--- config.mk ---
export PLATFORM = sky130hd
export DESIGN_NAME = reset_sequencer
export DESIGN_NICKNAME = d
export VERILOG_FILES = /design/src/rtl/reset_sequencer.sv
export SDC_FILE = /design/constraint.sdc
export NUM_CORES = 1
export LEC_CHECK = 0
export ABC_CLOCK_PERIOD_IN_PS = 2000
export CORE_ASPECT_RATIO = 0.9
export CORE_MARGIN = 2
export CORE_UTILIZATION = 48
export CTS_CLUSTER_DIAMETER = 40
export DETAILED_ROUTE_END_ITERATION = 6
export GPL_TIMING_DRIVEN = 0
export PLACE_DENSITY = 0.7
export SLEW_MARGIN = 10
export SYNTH_ARGS = -nofsm -noshare
export SYNTH_HDL_FRONTEND = slang
export SYNTH_SLANG_ARGS = --single-unit
export TNS_END_PERCENT = 50
--- constraint.sdc ---
create_clock -name clk_i -period 2 [get_ports clk_i]
set_input_delay 0.6 -clock clk_i [delete_from_list [all_inputs] [get_ports clk_i]]
set_output_delay 0.6 -clock clk_i [all_outputs]
set_load 0.01 [all_outputs]
--- src/rtl/reset_sequencer.sv ---
// reset_sequencer: PLL lock supervisor and staggered reset release.
// Qualifies an asynchronous PLL lock, holds every downstream reset for
// HOLD_CYCLES, then releases N_OUT domains one at a time, STAGE_CYCLES
// apart. Lock loss or a software request re-asserts all domains at once.
//
// Ports:
//   clk_i           system clock (single clock domain)
//   reset_i         asynchronous active-high reset
//   pll_locked_i    PLL lock, asynchronous to clk_i
//   sw_reset_i      synchronous software reset request, level-sampled
//   reset_o         per-domain active-high resets, bit 0 released first
//   ready_o         high once every domain is released
//   state_o         0 WAIT_LOCK, 1 HOLD, 2 STAGE, 3 RUN
//   lock_loss_cnt_o saturating count of lock-loss events
module reset_sequencer #(
    parameter int N_OUT        = 2,
    parameter int HOLD_CYCLES  = 255,
    parameter int STAGE_CYCLES = 16,
    parameter int CNT_W        = 8
) (
    input  logic             clk_i,
    input  logic             reset_i,
    input  logic             pll_locked_i,
    input  logic             sw_reset_i,
    output logic [N_OUT-1:0] reset_o,
    output logic             ready_o,
    output logic [1:0]       state_o,
    output logic [7:0]       lock_loss_cnt_o
);

    typedef enum logic [1:0] {
        WAIT_LOCK = 2'd0,
        HOLD      = 2'd1,
        STAGE     = 2'd2,
        RUN       = 2'd3
    } state_t;

    localparam int K_W = (N_OUT > 1) ? $clog2(N_OUT) : 1;

    localparam logic [CNT_W-1:0] HOLD_LAST  = CNT_W'(HOLD_CYCLES - 1);
    localparam logic [CNT_W-1:0] STAGE_LAST = CNT_W'(STAGE_CYCLES - 1);
    localparam logic [K_W-1:0]   K_LAST     = K_W'(N_OUT - 1);

    state_t             state;
    logic [1:0]         sync;
    logic               lock_s;
    logic [CNT_W-1:0]   cnt;
    logic [K_W-1:0]     k;
    logic [K_W-1:0]     k_nxt;
    logic [N_OUT-1:0]   rel_mask;

    assign lock_s  = sync[1];
    assign k_nxt   = k + K_W'(1);
    assign state_o = state;

    // One-hot mask of the domain released at the end of the current stage.
    always_comb begin
        rel_mask = '0;
        for (int i = 0; i < N_OUT; i++) begin
            rel_mask[i] = (k_nxt == K_W'(i));
        end
    end

    always_ff @(posedge clk_i or posedge reset_i) begin
        if (reset_i) begin
            sync            <= 2'b00;
            state           <= WAIT_LOCK;
            cnt             <= '0;
            k               <= '0;
            reset_o         <= '1;
            ready_o         <= 1'b0;
            lock_loss_cnt_o <= 8'd0;
        end else begin
            sync <= {sync[0], pll_locked_i};

            if (state != WAIT_LOCK && !lock_s) begin
                // Lock loss wins over a simultaneous software request.
                state   <= WAIT_LOCK;
                cnt     <= '0;
                k       <= '0;
                reset_o <= '1;
                ready_o <= 1'b0;
                if (lock_loss_cnt_o != 8'hFF) begin
                    lock_loss_cnt_o <= lock_loss_cnt_o + 8'd1;
                end
            end else if (state != WAIT_LOCK && sw_reset_i) begin
                // Restart the hold window; this edge is the new t0.
                state   <= HOLD;
                cnt     <= '0;
                k       <= '0;
                reset_o <= '1;
                ready_o <= 1'b0;
            end else begin
                case (state)
                    WAIT_LOCK: begin
                        cnt     <= '0;
                        k       <= '0;
                        reset_o <= '1;
                        ready_o <= 1'b0;
                        if (lock_s) begin
                            state <= HOLD;
                        end
                    end
                    HOLD: begin
                        if (cnt == HOLD_LAST) begin
                            cnt        <= '0;
                            reset_o[0] <= 1'b0;
                            if (N_OUT == 1) begin
                                state   <= RUN;
                                ready_o <= 1'b1;
                            end else begin
                                state <= STAGE;
                            end
                        end else begin
                            cnt <= cnt + CNT_W'(1);
                        end
                    end
                    STAGE: begin
                        if (cnt == STAGE_LAST) begin
                            cnt     <= '0;
                            k       <= k_nxt;
                            reset_o <= reset_o & ~rel_mask;
                            if (k_nxt == K_LAST) begin
                                state   <= RUN;
                                ready_o <= 1'b1;
                            end
                        end else begin
                            cnt <= cnt + CNT_W'(1);
                        end
                    end
                    RUN: begin
                        cnt <= '0;
                    end
                    default: begin
                        state <= WAIT_LOCK;
                    end
                endcase
            end
        end
    end

endmodule
==> results.md <==
- After global routing the overflow that remains totals 0.
- The shortest clock period the worst path allows after layout is about 1900 ps.
- The number of nets with antenna violations after routing is 0.
- Wires add up to around 2400 µm.
- Synthesis produced a netlist with a net count of 130.
- The worst hold margin is 365.9 ps.
- The overall die area is slightly below 3000 µm².
- Detailed placement ended at an HPWL of between 1500 and 2000 µm.
- The area occupied by multi-input gates is 631.9 µm².
- Yosys mapped a number of flops with a built-in enable equal to 0.
- The longest clock path from root to sink contains 2 buffers.
- The final cell count without fillers is between 150 and 200.
- The number of global-route vias before repair was ~890.
- The count of pins over their slew limit is 0.
- The count of routing violations after the opening detailed-route iteration is 34.
- The area inside the core boundary is about 2400 µm².
- The number of antenna violations at the first check in global routing came to 0.
- The hold violation total from the final report is 0.
- Fill cells in the final layout number 204.
- The post-route fraction of the period consumed by the critical path is 0.9728.
- The fraction of final layout cells sized beyond drive strength 1 is 0.1429.
- The later-pin clock latency in the skew report is 320 ps.
- The type of the setup path with the least slack is in2reg.
- Compared with the post-synthesis result, the final layout area differs by 23.45%.
- Setup repair after global routing could not meet its margin everywhere.
- In the routed design, unresolved DRC markers number 0.
- The register bit count reported by yosys is 24.
- The transition time at the pin with the least slew margin is 923.2 ps.
- In this run the core area contains 17 standard-cell rows.
- The clock-pin transition on the worst setup and hold timing paths is about 140 ps.
- The cell sitting at the root of the clock tree is a sky130_fd_sc_hd__clkbuf_4.
- For this design, the sink count on the clock tree is 24.
- In the final design database the tool counted ~150 nets.
- The level count of the clock H-tree is 1.
- The leading register cell type out of synthesis is sky130_fd_sc_hd__dfrtp_1.
- Buffers placed on the I/O ports in this run total 16.
- The kind of end point of the critical path is a register.
- At the end of routability-driven placement, the weighted congestion stood at 0.7733.
- The count of different cell masters after synthesis is 35.
- The routed layout has between 900 and 1000 vias.
- The worst min-delay path class is reg2reg.
- Entering global routing, the biggest net connects 25 pins.
- The number of top-level pins is 17.
- The number of antenna diodes in the final layout is 0.
- The library cell occupying the most area in the post-synthesis netlist is sky130_fd_sc_hd__dfrtp_1.
- Yosys attributes the largest share of cell area to sky130_fd_sc_hd__dfrtp_1 (45%), sky130_fd_sc_hd__ha_1 (8.2%), sky130_fd_sc_hd__xor2_1 (5.0%), sky130_fd_sc_hd__nor2_1 (4.9%), sky130_fd_sc_hd__dfstp_2 (4.3%).
- The total power draw is around 1.9 mW.
- The share of flip-flops with an asynchronous set or reset is 1.000.
- For this run, the register share of the synthesized area comes to 0.4913.
- The average cell area after synthesis is approximately 10 µm².
- The global-route wire length before repair is roughly 4000 µm.
- TritonCTS built the clock tree.
- In this design, the stage delay of the slowest critical-path cell is ~500 ps.
- The total leakage power is ~0.66 nW.
- The length of the first detailed-routing pass in iterations is 4.
- Buffers inserted during clock tree synthesis total 3.
- The required arrival time at the worst endpoint is around 2200 ps.
- The synthesized area is between 1000 and 1500 µm².
- The most used standard cell by instance count after synthesis is sky130_fd_sc_hd__dfrtp_1.
- Power spread over the standard cell area amounts to 1231 nW/µm².
- The starting density of the core is 0.5018.
- The Yosys step of the flow raised 0 warnings.
- The post-detailed-route wirelength per cell is between 10 and 15 µm.
- The arrival time at the worst endpoint is 2170 ps.
- The run finished with clean final reports.
- The setup-violating endpoint count in the final report is 0.
- STA classifies the critical path startpoint as an input pin.
- Walking the worst path, the cells encountered are clkdlybuf4s50_1 -> nor2b_2 -> or2_0 -> a311oi_2 -> mux2_1.
- Using the TritonRoute via totals, the vias-per-cell ratio works out to about 5.6.
- The total of max-cap violations is 0.
- The worst ir drop on vdd is between 700 and 800 µV.
- The maximum clock frequency is 0.5140 GHz.
- In this run the worst path has a maximum fanout of 4.
- The overall track demand over capacity in global routing is 0.1736.
- The sequential cells in the finished layout cover a total of 605.6 µm².
- Measured along the x axis, the die boundary spans approximately 57 µm.
- Counting every instance in the synthesized netlist gives about 120.
- By count the netlist is led by sky130_fd_sc_hd__dfrtp_1 (22), sky130_fd_sc_hd__nor2_1 (16), sky130_fd_sc_hd__ha_1 (8), sky130_fd_sc_hd__nand2_1 (8), sky130_fd_sc_hd__xor2_1 (7).
- The post-route clock skew is around 7.9 ps.
- The tightest slew margin relative to the limit is 0.3839.
- In this run, placement finished with an instance count of ~160.
- Measured along the y axis, the die boundary spans about 52 µm.
- The critical-path cell with the highest stage delay is sky130_fd_sc_hd__clkdlybuf4s50_1.
- The core utilization of the finished layout is 0.6194.
- Of the post-synthesis cell area, the dominant cell type holds 0.4485.
[metrics by stage]
step,setup TNS (ps),cell area [µm²],worst slack [ps]
after detailed placement,-920.8,1423,-346.3
after floorplan,0,1227,57.61
after CTS,0,1463,13.18
after global routing,-14.32,1515,-14.32
final,0,1515,54.40
after global placement,-881.1,1423,-340.9
[cell families (layout without fill, tap and decap cells)]
logic type	count (synthesis)	in the layout	share of synthesized area
compound gates	16	16	0.09277
flops	24	24	0.4913
buf+inv	8	30	0.02447
mux	3	3	0.02650
fa+ha+maj	8	8	0.08155
simple gates	46	46	0.1906
xor+xnor	13	13	0.09276
[power by group]
| group | internal (mW) | switching, mW | leakage, nW |
|---|---|---|---|
| registers | 0.598 | 0.117 | 0.306 |
| logic | 0.450 | 0.434 | 0.335 |
| clock network | 0.111 | 0.153 | 0.0210 |
[what timing repair did]
item	in CTS	in global routing
endpoints found under the setup margin	3	9
hold buffers	0	0
pin swaps	1	0
gates resized for setup	3	9
buffers inserted	1	2
[placed cells by master, fill, tap and decap left out, types with 2 or more instances in the layout]
cell                              synthesis  layout
sky130_fd_sc_hd__clkdlybuf4s50_1          0      14
sky130_fd_sc_hd__buf_4                    0       3
sky130_fd_sc_hd__ha_4                     0       2
sky130_fd_sc_hd__dfrtp_1                 22      20
sky130_fd_sc_hd__dfrtp_2                  0       2
sky130_fd_sc_hd__dlygate4sd2_1            0       2
sky130_fd_sc_hd__xor2_1                   7       7
sky130_fd_sc_hd__nand4_1                  5       5
sky130_fd_sc_hd__and3_1                   3       3
sky130_fd_sc_hd__nand3_1                  5       5
sky130_fd_sc_hd__ha_1                     8       6
sky130_fd_sc_hd__xnor2_1                  6       6
sky130_fd_sc_hd__nand2_1                  8       8
sky130_fd_sc_hd__inv_1                    6       5
sky130_fd_sc_hd__nor2_1                  16      15
sky130_fd_sc_hd__clkbuf_4                 0       3
sky130_fd_sc_hd__dfstp_2                  2       2
sky130_fd_sc_hd__a21oi_1                  2       2
sky130_fd_sc_hd__o21ai_0                  4       4
[per-layer routing]
layer,wire length [µm],vias up,GRT usage
met2,1116,22,0.2835
met1,1136,457,0.2324
met4,38,0,0.06977
met3,93,5,0.02736
met5,0,-,0
li1,-,451,-
[sequential cells by signal (all words and copies together) (netlist names)]
signal           flops
lock_loss_cnt_o      8
k                    1
ready_o              1
state_o              2
cnt                  8
reset_o              2
sync                 2
[worst max-delay path: cells and delay by family]
family | cells | cell delay, ps
buf+inv | 1 | 500
compound gates | 1 | 360
simple gates | 2 | 350
mux | 1 | 350
[worst paths after layout]
| check | startpoint | to | slack, ps | cells past startpoint |
|---|---|---|---|---|
| setup / recovery | sw_reset_i | state_o[0]$_DFFE_PP0P_ | 50 | 5 |
| hold / removal | sync[0]$_DFF_PP0_ | sync[1]$_DFF_PP0_ | 370 | 0 |
| setup reg to reg | state_o[0]$_DFFE_PP0P_ | state_o[0]$_DFFE_PP0P_ | 110 | 5 |
| hold reg to reg | sync[0]$_DFF_PP0_ | sync[1]$_DFF_PP0_ | 370 | 0 |
| max in group asynchronous | reset_i | cnt[0]$_DFF_PP0_ | 610 | 2 |
| min in group asynchronous | reset_i | lock_loss_cnt_o[5]$_DFFE_PP0P_ | 760 | 2 |
[final cells by class]
class | instances | area share
Clock buffer | 4 | 0.02395
Buffer | 1 | 0.002477
Timing Repair Buffer | 19 | 0.1189
Inverter | 6 | 0.01486
Tap cell | 28 | 0.02312
Sequential cell | 24 | 0.3997
Multi-Input combinational cell | 86 | 0.4170
Note: power is estimated with default switching activity, not from simulation.
